`src/rtl/inst_fetch_queue_if.sv`:
```
// Decode-side handshake of the fetch queue.
// The master drives the head entry and the slave supplies ready.
interface inst_fetch_queue_if #(
  parameter int PC_W   = 8,
  parameter int INST_W = 32
);
  logic              out_valid;
  logic              out_ready;
  logic [INST_W-1:0] out_inst;
  logic [PC_W-1:0]   out_pc;
  logic [PC_W-1:0]   out_pcadd;

  modport master (
    output out_valid, out_inst, out_pc, out_pcadd,
    input  out_ready
  );

  modport slave (
    input  out_valid, out_inst, out_pc, out_pcadd,
    output out_ready
  );
endinterface

```
`src/rtl/inst_fetch_queue.sv`:
```
// Instruction fetch front end: PC owner, async imem read,
// DEPTH-entry {pc,inst} FIFO towards decode, redirect flush.
module inst_fetch_queue #(
  parameter int              PC_W     = 8,
  parameter int              INST_W   = 32,
  parameter int              DEPTH    = 4,
  parameter logic [PC_W-1:0] RESET_PC = '0,
  parameter bit              WRAP_EN  = 1'b1
) (
  input  logic                     clk,
  input  logic                     rst,
  output logic [PC_W-1:0]          imem_addr,
  input  logic [INST_W-1:0]        imem_rdata,
  input  logic                     redirect_valid,
  input  logic [PC_W-1:0]          redirect_pc,
  inst_fetch_queue_if.master       deq,
  output logic [$clog2(DEPTH):0]   count,
  output logic                     halted
);

  localparam int AW = $clog2(DEPTH);
  localparam int CW = AW + 1;

  typedef struct packed {
    logic [PC_W-1:0]   pc;
    logic [INST_W-1:0] inst;
  } ent_t;

  ent_t            mem [DEPTH];
  ent_t            head;
  logic [AW-1:0]   wr_ptr;
  logic [AW-1:0]   rd_ptr;
  logic [PC_W-1:0] fetch_pc;
  logic            full;
  logic            pc_max;
  logic            push;
  logic            pop;
  logic            valid;

  // A pop in the same cycle does not free a slot for the push.
  always_comb begin
    full   = (count == CW'(DEPTH));
    pc_max = &fetch_pc;
    push   = !redirect_valid && !halted && !full;
    valid  = (count != '0) && !redirect_valid;
    pop    = valid && deq.out_ready;
    head   = mem[rd_ptr];
  end

  assign imem_addr     = fetch_pc;
  assign deq.out_valid = valid;
  assign deq.out_inst  = head.inst;
  assign deq.out_pc    = head.pc;
  assign deq.out_pcadd = head.pc + PC_W'(1);

  always_ff @(posedge clk) begin
    if (push)
      mem[wr_ptr] <= {fetch_pc, imem_rdata};
  end

  always_ff @(posedge clk) begin
    if (rst) begin
      fetch_pc <= RESET_PC;
      count    <= '0;
      wr_ptr   <= '0;
      rd_ptr   <= '0;
      halted   <= 1'b0;
    end else if (redirect_valid) begin
      fetch_pc <= redirect_pc;
      count    <= '0;
      wr_ptr   <= '0;
      rd_ptr   <= '0;
      halted   <= 1'b0;
    end else begin
      if (push) begin
        wr_ptr <= wr_ptr + AW'(1);
        if (pc_max && !WRAP_EN)
          halted <= 1'b1;
        else
          fetch_pc <= fetch_pc + PC_W'(1);
      end
      if (pop)
        rd_ptr <= rd_ptr + AW'(1);
      unique case (1'b1)
        push && !pop: count <= count + CW'(1);
        pop && !push: count <= count - CW'(1);
        default:      count <= count;
      endcase
    end
  end

endmodule

```
`src/flat_wrapper.sv`:
```
// flat-port wrapper written by rule: the top's interface ports become plain ports
module inst_fetch_queue_flat 
#(
  parameter int              PC_W     = 8,
  parameter int              INST_W   = 32,
  parameter int              DEPTH    = 4,
  parameter logic [PC_W-1:0] RESET_PC = '0,
  parameter bit              WRAP_EN  = 1'b1
)
  (clk, rst, imem_addr, imem_rdata, redirect_valid, redirect_pc, count, halted, deq_out_valid, deq_out_inst, deq_out_pc, deq_out_pcadd, deq_out_ready);
  inst_fetch_queue_if #(.PC_W(PC_W), .INST_W(INST_W)) deq_i ();
  input  logic clk;
  input  logic rst;
  output logic [PC_W-1:0] imem_addr;
  input  logic [INST_W-1:0] imem_rdata;
  input  logic redirect_valid;
  input  logic [PC_W-1:0] redirect_pc;
  output logic [$clog2(DEPTH):0] count;
  output logic halted;
  output wire logic [$bits(deq_i.out_valid)-1:0] deq_out_valid;
  output wire logic [$bits(deq_i.out_inst)-1:0] deq_out_inst;
  output wire logic [$bits(deq_i.out_pc)-1:0] deq_out_pc;
  output wire logic [$bits(deq_i.out_pcadd)-1:0] deq_out_pcadd;
  input wire logic [$bits(deq_i.out_ready)-1:0] deq_out_ready;
  assign deq_out_valid = deq_i.out_valid;
  assign deq_out_inst = deq_i.out_inst;
  assign deq_out_pc = deq_i.out_pc;
  assign deq_out_pcadd = deq_i.out_pcadd;
  assign deq_i.out_ready = deq_out_ready;
  inst_fetch_queue #(.PC_W(PC_W), .INST_W(INST_W), .DEPTH(DEPTH), .RESET_PC(RESET_PC), .WRAP_EN(WRAP_EN)) u_core (.clk(clk), .rst(rst), .imem_addr(imem_addr), .imem_rdata(imem_rdata), .redirect_valid(redirect_valid), .redirect_pc(redirect_pc), .deq(deq_i), .count(count), .halted(halted));
endmodule
```
`config.mk`:
```
export PLATFORM = sky130hd
export DESIGN_NAME = inst_fetch_queue_flat
export DESIGN_NICKNAME = d
export VERILOG_FILES = /design/src/rtl/inst_fetch_queue_if.sv /design/src/rtl/inst_fetch_queue.sv /design/src/flat_wrapper.sv
export SDC_FILE = /design/constraint.sdc
export NUM_CORES = 1
export LEC_CHECK = 0
export ABC_AREA = 1
export BUFFER_PORTS_ARGS = -buffer_cell sky130_fd_sc_hd__buf_4
export CAP_MARGIN = 15
export CELL_PAD_IN_SITES_DETAIL_PLACEMENT = 1
export CELL_PAD_IN_SITES_GLOBAL_PLACEMENT = 2
export CORE_UTILIZATION = 38
export DETAILED_ROUTE_END_ITERATION = 10
export PLACE_DENSITY = 0.79
export SLEW_MARGIN = 20
export SYNTH_ARGS = -nofsm -noshare
export SYNTH_HDL_FRONTEND = slang
export SYNTH_SLANG_ARGS = --single-unit
```
`constraint.sdc`:
```
create_clock -name clk -period 4.4 [get_ports clk]
set_clock_uncertainty 0.2 [all_clocks]
set_input_delay 0.66 -clock clk [delete_from_list [all_inputs] [get_ports clk]]
set_output_delay 0.66 -clock clk [all_outputs]
set_load 0.01 [all_outputs]
```
==> results of run 1 <==
==> metal layers <==
layer	track usage [%]	share of wire (%)	routed length (um)
met5	0	0	0
met4	6.246	1.8	301
met3	4.405	4.0	658
met2	31.08	52	8540
met1	21.56	43	7045
==> synth_stat cells <==
library cell	number	area share (%)
sky130_fd_sc_hd__o21a_1	1	0.10
sky130_fd_sc_hd__inv_8	1	0.16
sky130_fd_sc_hd__dfxtp_1	17	4.7
sky130_fd_sc_hd__nand4_1	2	0.17
sky130_fd_sc_hd__nor2_4	3	0.47
sky130_fd_sc_hd__a21oi_1	11	0.76
sky130_fd_sc_hd__edfxtp_1	160	67
sky130_fd_sc_hd__a31oi_1	4	0.35
sky130_fd_sc_hd__nor2_1	83	4.3
sky130_fd_sc_hd__inv_2	2	0.10
sky130_fd_sc_hd__buf_8	1	0.21
sky130_fd_sc_hd__buf_4	3	0.31
sky130_fd_sc_hd__inv_1	37	1.9
sky130_fd_sc_hd__nand3_2	1	0.14
sky130_fd_sc_hd__and2_1	1	0.087
sky130_fd_sc_hd__nand2_1	97	5.1
sky130_fd_sc_hd__xnor2_1	1	0.12
sky130_fd_sc_hd__ha_1	7	1.2
sky130_fd_sc_hd__o21ai_0	71	4.9
sky130_fd_sc_hd__o21ai_1	1	0.069
sky130_fd_sc_hd__buf_6	4	0.63
sky130_fd_sc_hd__clkbuf_1	15	0.78
sky130_fd_sc_hd__xor2_1	4	0.49
sky130_fd_sc_hd__nor2_2	2	0.17
sky130_fd_sc_hd__o22ai_1	32	2.8
sky130_fd_sc_hd__clkbuf_2	1	0.069
sky130_fd_sc_hd__o21bai_1	2	0.21
sky130_fd_sc_hd__a211oi_1	1	0.10
sky130_fd_sc_hd__conb_1	1	0.052
sky130_fd_sc_hd__buf_2	5	0.35
sky130_fd_sc_hd__nand2_2	7	0.61
sky130_fd_sc_hd__nand3_1	25	1.7
==> flip-flops by register name, indices dropped and copies added, names as in the netlist, named ones only <==
name              cells
u_core.mem          160
u_core.imem_addr      8
u_core.count          3
u_core.rd_ptr         2
u_core.wr_ptr         2
==> per-stage QoR <==
step	power (uW)	area, um^2	utilization, %
global placement	2181	8173	44.73
detailed placement	2191	8173	44.73
global route	3894	8812	48.23
finish	3782	8812	48.23
CTS	3812	8812	48.23
floorplan	2049	7197	-
==> layout make-up <==
cell class / count / area, um^2 / area share (%)
flip-flops and latches: 177 / 5147 / 58.41
clock buffers: 18 / 429.2 / 4.870
inverters: 40 / 157.7 / 1.789
clock inverters: 14 / 210.2 / 2.385
multi-input cells: 357 / 1755 / 19.92
repair buffers: 110 / 825.8 / 9.371
well taps: 229 / 286.5 / 3.251
==> report_power, final <==
part           switching, uW  internal [uW]  leakage [uW]
Sequential              24.4           1880       0.00162
Combinational            136            106       0.00146
Clock                    625           1010      0.000306
==> cell families after synthesis <==
family	Yosys count
AND/OR/NAND/NOR	221
adder cells (fa/ha/maj)	7
buffers and inverters	69
flip-flops	177
XOR/XNOR	5
AO/OA/AOI/OAI	123
other	1
==> worst min-delay path by stage <==
stage / start / to / cells after the start
floorplan: u_core.rd_ptr[1] / register / 1
global placement: u_core.rd_ptr[1] / register / 1
detailed placement: u_core.rd_ptr[1] / register / 1
CTS: imem_rdata[1] / u_core.mem[1][1] / 1
global route: imem_rdata[6] / u_core.mem[3][6] / 1
finish: imem_rdata[6] / u_core.mem[3][6] / 1
==> worst max-delay path, delay by kind of cell (launching register included) <==
kind	cells	cell delay (ns)
AND/OR/NAND/NOR	5	0.58
adder cells (fa/ha/maj)	1	0.25
flip-flops	1	0.67
XOR/XNOR	1	0.15
buffers and inverters	3	0.52
==> results.sh, run 1 <==
export IMPL_result_of_the_run="completed"
export IMPL_finish_net_count=754
export IMPL_grt_max_degree=82
export IMPL_worst_setup_hold_path_clk_slew_ns=0.07
export IMPL_finalMaxSlewViolations=0
export IMPL_largest_family_of_logic_cells_by_synthesized_area="simple AND/OR/NAND/NOR gates"
export IMPL_track_usage_pct=17.85
export IMPL_htree_levels=4
export IMPL_worst_slew_pin_transition_ns=0.8057
export IMPL_synth_yosys_warnings=0
export IMPL_stdcell_count=945
export IMPL_clock_insertion_delay_worst_skew_ns=0.43
export IMPL_die_area_um2=19490
export IMPL_placement_rows=49
export IMPL_initial_antenna_violation_count=0
export IMPL_timing_slew_headroom_pct=46.29
export IMPL_syn_cell_area_um2=7197
export IMPL_most_frequent_cells_in_the_layout="160 x sky130_fd_sc_hd__edfxtp_1, 110 x sky130_fd_sc_hd__buf_4, 97 x sky130_fd_sc_hd__nand2_1"
export IMPL_timing_final_crit_period_ns=3.470
export IMPL_gp_congestion=0.7331
export IMPL_grt_setup_unrepaired="false"
export IMPL_grt_pass1_vias=5117
export IMPL_tns_ns=0
export IMPL_chipHeight_um=139.6
export IMPL_clock_path_buffers=2
export IMPL_setup_worst_path_start_class="register"
export IMPL_critical_path_class="reg -> out"
export IMPL_post_route_worst_setup_slack_ns=0.9297
export IMPL_antenna_diode_count=0
export IMPL_synthAdderAreaFrac_pct=1.217
export IMPL_mostFrequentLayoutCell="sky130_fd_sc_hd__edfxtp_1"
export IMPL_detail_route_antenna_nets=0
export IMPL_crit_path_frequent_cell="sky130_fd_sc_hd__nand2_1"
export IMPL_final_layout_size_suffix_gt1_share_pct=22.77
export IMPL_route_vias_total=4799
export IMPL_num_fill_cells=1943
export IMPL_synth_lib_cells_used_distinct=32
export IMPL_required_ns=3.54
export IMPL_largest_vdd_supply_drop_mv=0.2913
export IMPL_cts_resized=0
export IMPL_regToRegStartpoint="u_core.count[0]"
export IMPL_remaining_routing_drc_violations=0
export IMPL_yosys_register_bits=177
export IMPL_critPathCapture="deq_out_pcadd[4]"
export IMPL_drt_first_pass_iters=4
export IMPL_critical_path_slowest_cell="sky130_fd_sc_hd__dfxtp_2"
export IMPL_worst_r2r_path_depth=7
export IMPL_maxClockFrequency_ghz=0.2882
export IMPL_dp_slack_ns=1.365
export IMPL_cts_repair_timing_setup_buffer_count=0
export IMPL_timing_critical_path_slowest_cell_delay_ns=0.67
export IMPL_worstHoldPathType="in -> reg"
export IMPL_wl_per_cell_um=17.51
export IMPL_r2r_setup_slack_ns=1.71
export IMPL_post_synth_and_or_nand_nor_area_fraction_pct=12.78
export IMPL_grt_overflow_total=0
export IMPL_design_portCount=105
export IMPL_detail_route_vias_per_cell=5.078
export IMPL_critPathMaxFanout=81
export IMPL_numClockSinks=177
export IMPL_synth_xor_area_share_pct=0.6085
export IMPL_timing_final_hold_violations=0
export IMPL_post_synth_inst_count=603
export IMPL_starting_density_of_the_core_pct=39.39
export IMPL_wirelength_mm=16.55
export IMPL_cellPowerDensity_nw_per_um2=429.2
export IMPL_fin_worst_hold_slack_ns=0.2311
export IMPL_numPortBuffers=103
export IMPL_timing_rr_end="u_core.mem[2][4]"
export IMPL_finalSetupViolations=0
export IMPL_cp_cell_sequence="inv_8 > nand2_1 > nand2_1 > nand2_1 > and2_1 > inv_1 > ha_1 > nand2_1 > xor2_1 > buf_4"
export IMPL_maxCapViolCount=0
export IMPL_critical_path_endpoint_type="primary output"
export IMPL_die_x_um=139.6
export IMPL_synth_yosys_seq_area_share_pct=71.49
export IMPL_critPathArrivalTime_ns=2.61
export IMPL_final_period_utilization_pct=78.87
export IMPL_grt_pass1_wl_mm=26.50
export IMPL_tritoncts="done"
export IMPL_initialDrtViolationCount=227
export IMPL_power_static_leakage_uw=0.003387
export IMPL_synthesis_area_per_instance_um2=11.94
export IMPL_synthesis_nets=654
export IMPL_area_overhead_vs_synth_pct=22.44
export IMPL_cts_bufs_inserted=17
export IMPL_place_hpwl_mm=10.03
export IMPL_synth_area_mux_share_pct=0
export IMPL_fp_coreArea_um2=18270
export IMPL_synth_compound_area_share_pct=9.318
export IMPL_cts_hold_bufs=0
export IMPL_placed_cells=913
export IMPL_ctsRootBufferMaster="sky130_fd_sc_hd__clkbuf_16"
Power figures use the tool's default switching activity.
==> inputs of run 2 (changes only) <==
Clock period 4.4 ns to 3.61 ns, I/O delays scaled along.
==> run 2 against run 1 <==
  * Global-route usage increased by 0.31 points
  * Worst hold slack got worse by 0.11 ns
  * Sequential power grew 22%
  * Critical path type unchanged
==> results.sh, run 2 (synthesized netlist as in run 1, its figures left out) <==
export IMPL_worst_setup_hold_path_clk_slew_ns=0.06
export IMPL_setup_worst_path_start_class="register"
export IMPL_crit_family="simple AND/OR/NAND/NOR gates"
export IMPL_wl_per_cell_um=17.73
export IMPL_post_route_worst_setup_slack_ns=0.4882
export IMPL_largest_vdd_supply_drop_mv=0.3383
export IMPL_mostFrequentLayoutCell="sky130_fd_sc_hd__edfxtp_1"
export IMPL_critical_path_endpoint_type="primary output"
export IMPL_grt_pass1_vias=5374
export IMPL_power_static_leakage_uw=0.003389
export IMPL_most_frequent_cells_in_the_layout="160 x sky130_fd_sc_hd__edfxtp_1, 113 x sky130_fd_sc_hd__buf_4, 97 x sky130_fd_sc_hd__nand2_1"
export IMPL_placement_rows=49
export IMPL_tns_ns=0
export IMPL_sequential_cell_area_um2=5147
export IMPL_finalSetupViolations=0
export IMPL_remaining_routing_drc_violations=0
export IMPL_timing_slew_headroom_pct=52.00
export IMPL_starting_density_of_the_core_pct=39.39
export IMPL_clock_insertion_delay_worst_skew_ns=0.42
export IMPL_grt_setup_unrepaired="false"
export IMPL_fin_worst_hold_slack_ns=0.1168
export IMPL_dp_slack_ns=0.9178
export IMPL_grt_pass1_wl_mm=27.03
export IMPL_final_period_utilization_pct=86.48
export IMPL_htree_levels=4
export IMPL_fp_coreArea_um2=18270
export IMPL_numClockSinks=177
export IMPL_top_register="u_core.mem"
export IMPL_antenna_diode_count=0
export IMPL_place_hpwl_mm=10.98
export IMPL_finish_net_count=758
export IMPL_worst_slew_pin_transition_ns=0.7182
export IMPL_critical_path_class="reg -> out"
export IMPL_initial_antenna_violation_count=0
export IMPL_cts_hold_bufs=0
export IMPL_required_ns=2.87
export IMPL_critPathMaxFanout=81
export IMPL_num_fill_cells=1945
export IMPL_gp_congestion=0.7203
export IMPL_cts_bufs_inserted=17
export IMPL_crit_buf_inv=3
export IMPL_die_area_um2=19490
export IMPL_critical_path_slowest_cell="sky130_fd_sc_hd__dfxtp_2"
export IMPL_maxCapViolCount=0
export IMPL_tritoncts="done"
export IMPL_die_x_um=139.6
export IMPL_clock_path_buffers=2
export IMPL_area_overhead_vs_synth_pct=22.15
export IMPL_worstHoldPathType="in -> reg"
export IMPL_final_layout_size_suffix_gt1_share_pct=22.50
export IMPL_finalMaxSlewViolations=0
export IMPL_cp_cell_sequence="inv_8 > nand2_1 > nand2_1 > nand2_1 > and2_1 > inv_1 > ha_1 > nand2_1 > xor2_1 > buf_4"
export IMPL_maxClockFrequency_ghz=0.3203
export IMPL_drt_first_pass_iters=4
export IMPL_detail_route_vias_per_cell=5.172
export IMPL_timing_final_hold_violations=0
export IMPL_grt_max_degree=82
export IMPL_timing_final_crit_period_ns=3.122
export IMPL_wirelength_mm=16.82
export IMPL_largest_reg_flops=160
export IMPL_ctsRootBufferMaster="sky130_fd_sc_hd__clkbuf_16"
export IMPL_cts_repair_timing_setup_buffer_count=0
export IMPL_timing_critical_path_slowest_cell_delay_ns=0.52
export IMPL_initialDrtViolationCount=152
export IMPL_cellPowerDensity_nw_per_um2=504.7
export IMPL_cts_resized=0
export IMPL_numPortBuffers=103
export IMPL_critPathArrivalTime_ns=2.38
export IMPL_route_vias_total=4908
export IMPL_crit_path_frequent_cell="sky130_fd_sc_hd__nand2_1"
export IMPL_finalCoreUtilization_pct=48.12
export IMPL_detail_route_antenna_nets=0
export IMPL_grt_overflow_total=0
export IMPL_result_of_the_run="completed"
export IMPL_chipHeight_um=139.6
export IMPL_multi_input_logic_area_um2=1755
export IMPL_track_usage_pct=18.17
export IMPL_design_portCount=105
[run 2: layer usage]
| layer | track usage, % | vias up | routed length, um |
|---|---|---|---|
| met3 | 4.301 | 22 | 715 |
| met5 | 0 | - | 0 |
| met4 | 6.362 | 0 | 333 |
| met2 | 33.30 | 109 | 8709 |
| met1 | 20.61 | 2452 | 7062 |
| li1 | - | 2325 | - |
[run 2: area by class of cell]
cell class	count	area share, %
Sequential cell	177	58.55
Clock buffer	20	4.967
Inverter	40	1.793
Tap cell	229	3.259
Timing Repair Buffer	114	9.878
Clock inverter	12	1.580
Multi-Input combinational cell	357	19.97
[run 2: final timing paths]
kind	startpoint	slack (ns)	cells after the start	end
worst max-delay path	register	0.49	10	deq_out_pcadd[4]
worst max register to register	u_core.count[0]	0.95	7	u_core.mem[0][30]
worst min register to register	u_core.count[1]	0.33	2	u_core.count[1]
worst min-delay path	imem_rdata[26]	0.12	1	u_core.mem[0][26]
[run 2: where the power goes]
group / leakage [uW] / total, uW / switching, uW / internal, uW
clock: 0.000285 / 1810 / 730 / 1080
sequential: 0.00162 / 2330 / 29.6 / 2300
combinational: 0.00149 / 301 / 169 / 132
[run 2: through the flow]
| stage | total power, uW | instance area (um^2) | std cells |
|---|---|---|---|
| floorplan | 2497 | 7197 | 603 |
| global placement | 2663 | 8215 | 917 |
| detailed placement | 2677 | 8215 | 917 |
| CTS | 4482 | 8791 | 949 |
| global route | 4583 | 8791 | 949 |
| finish | 4437 | 8791 | 949 |
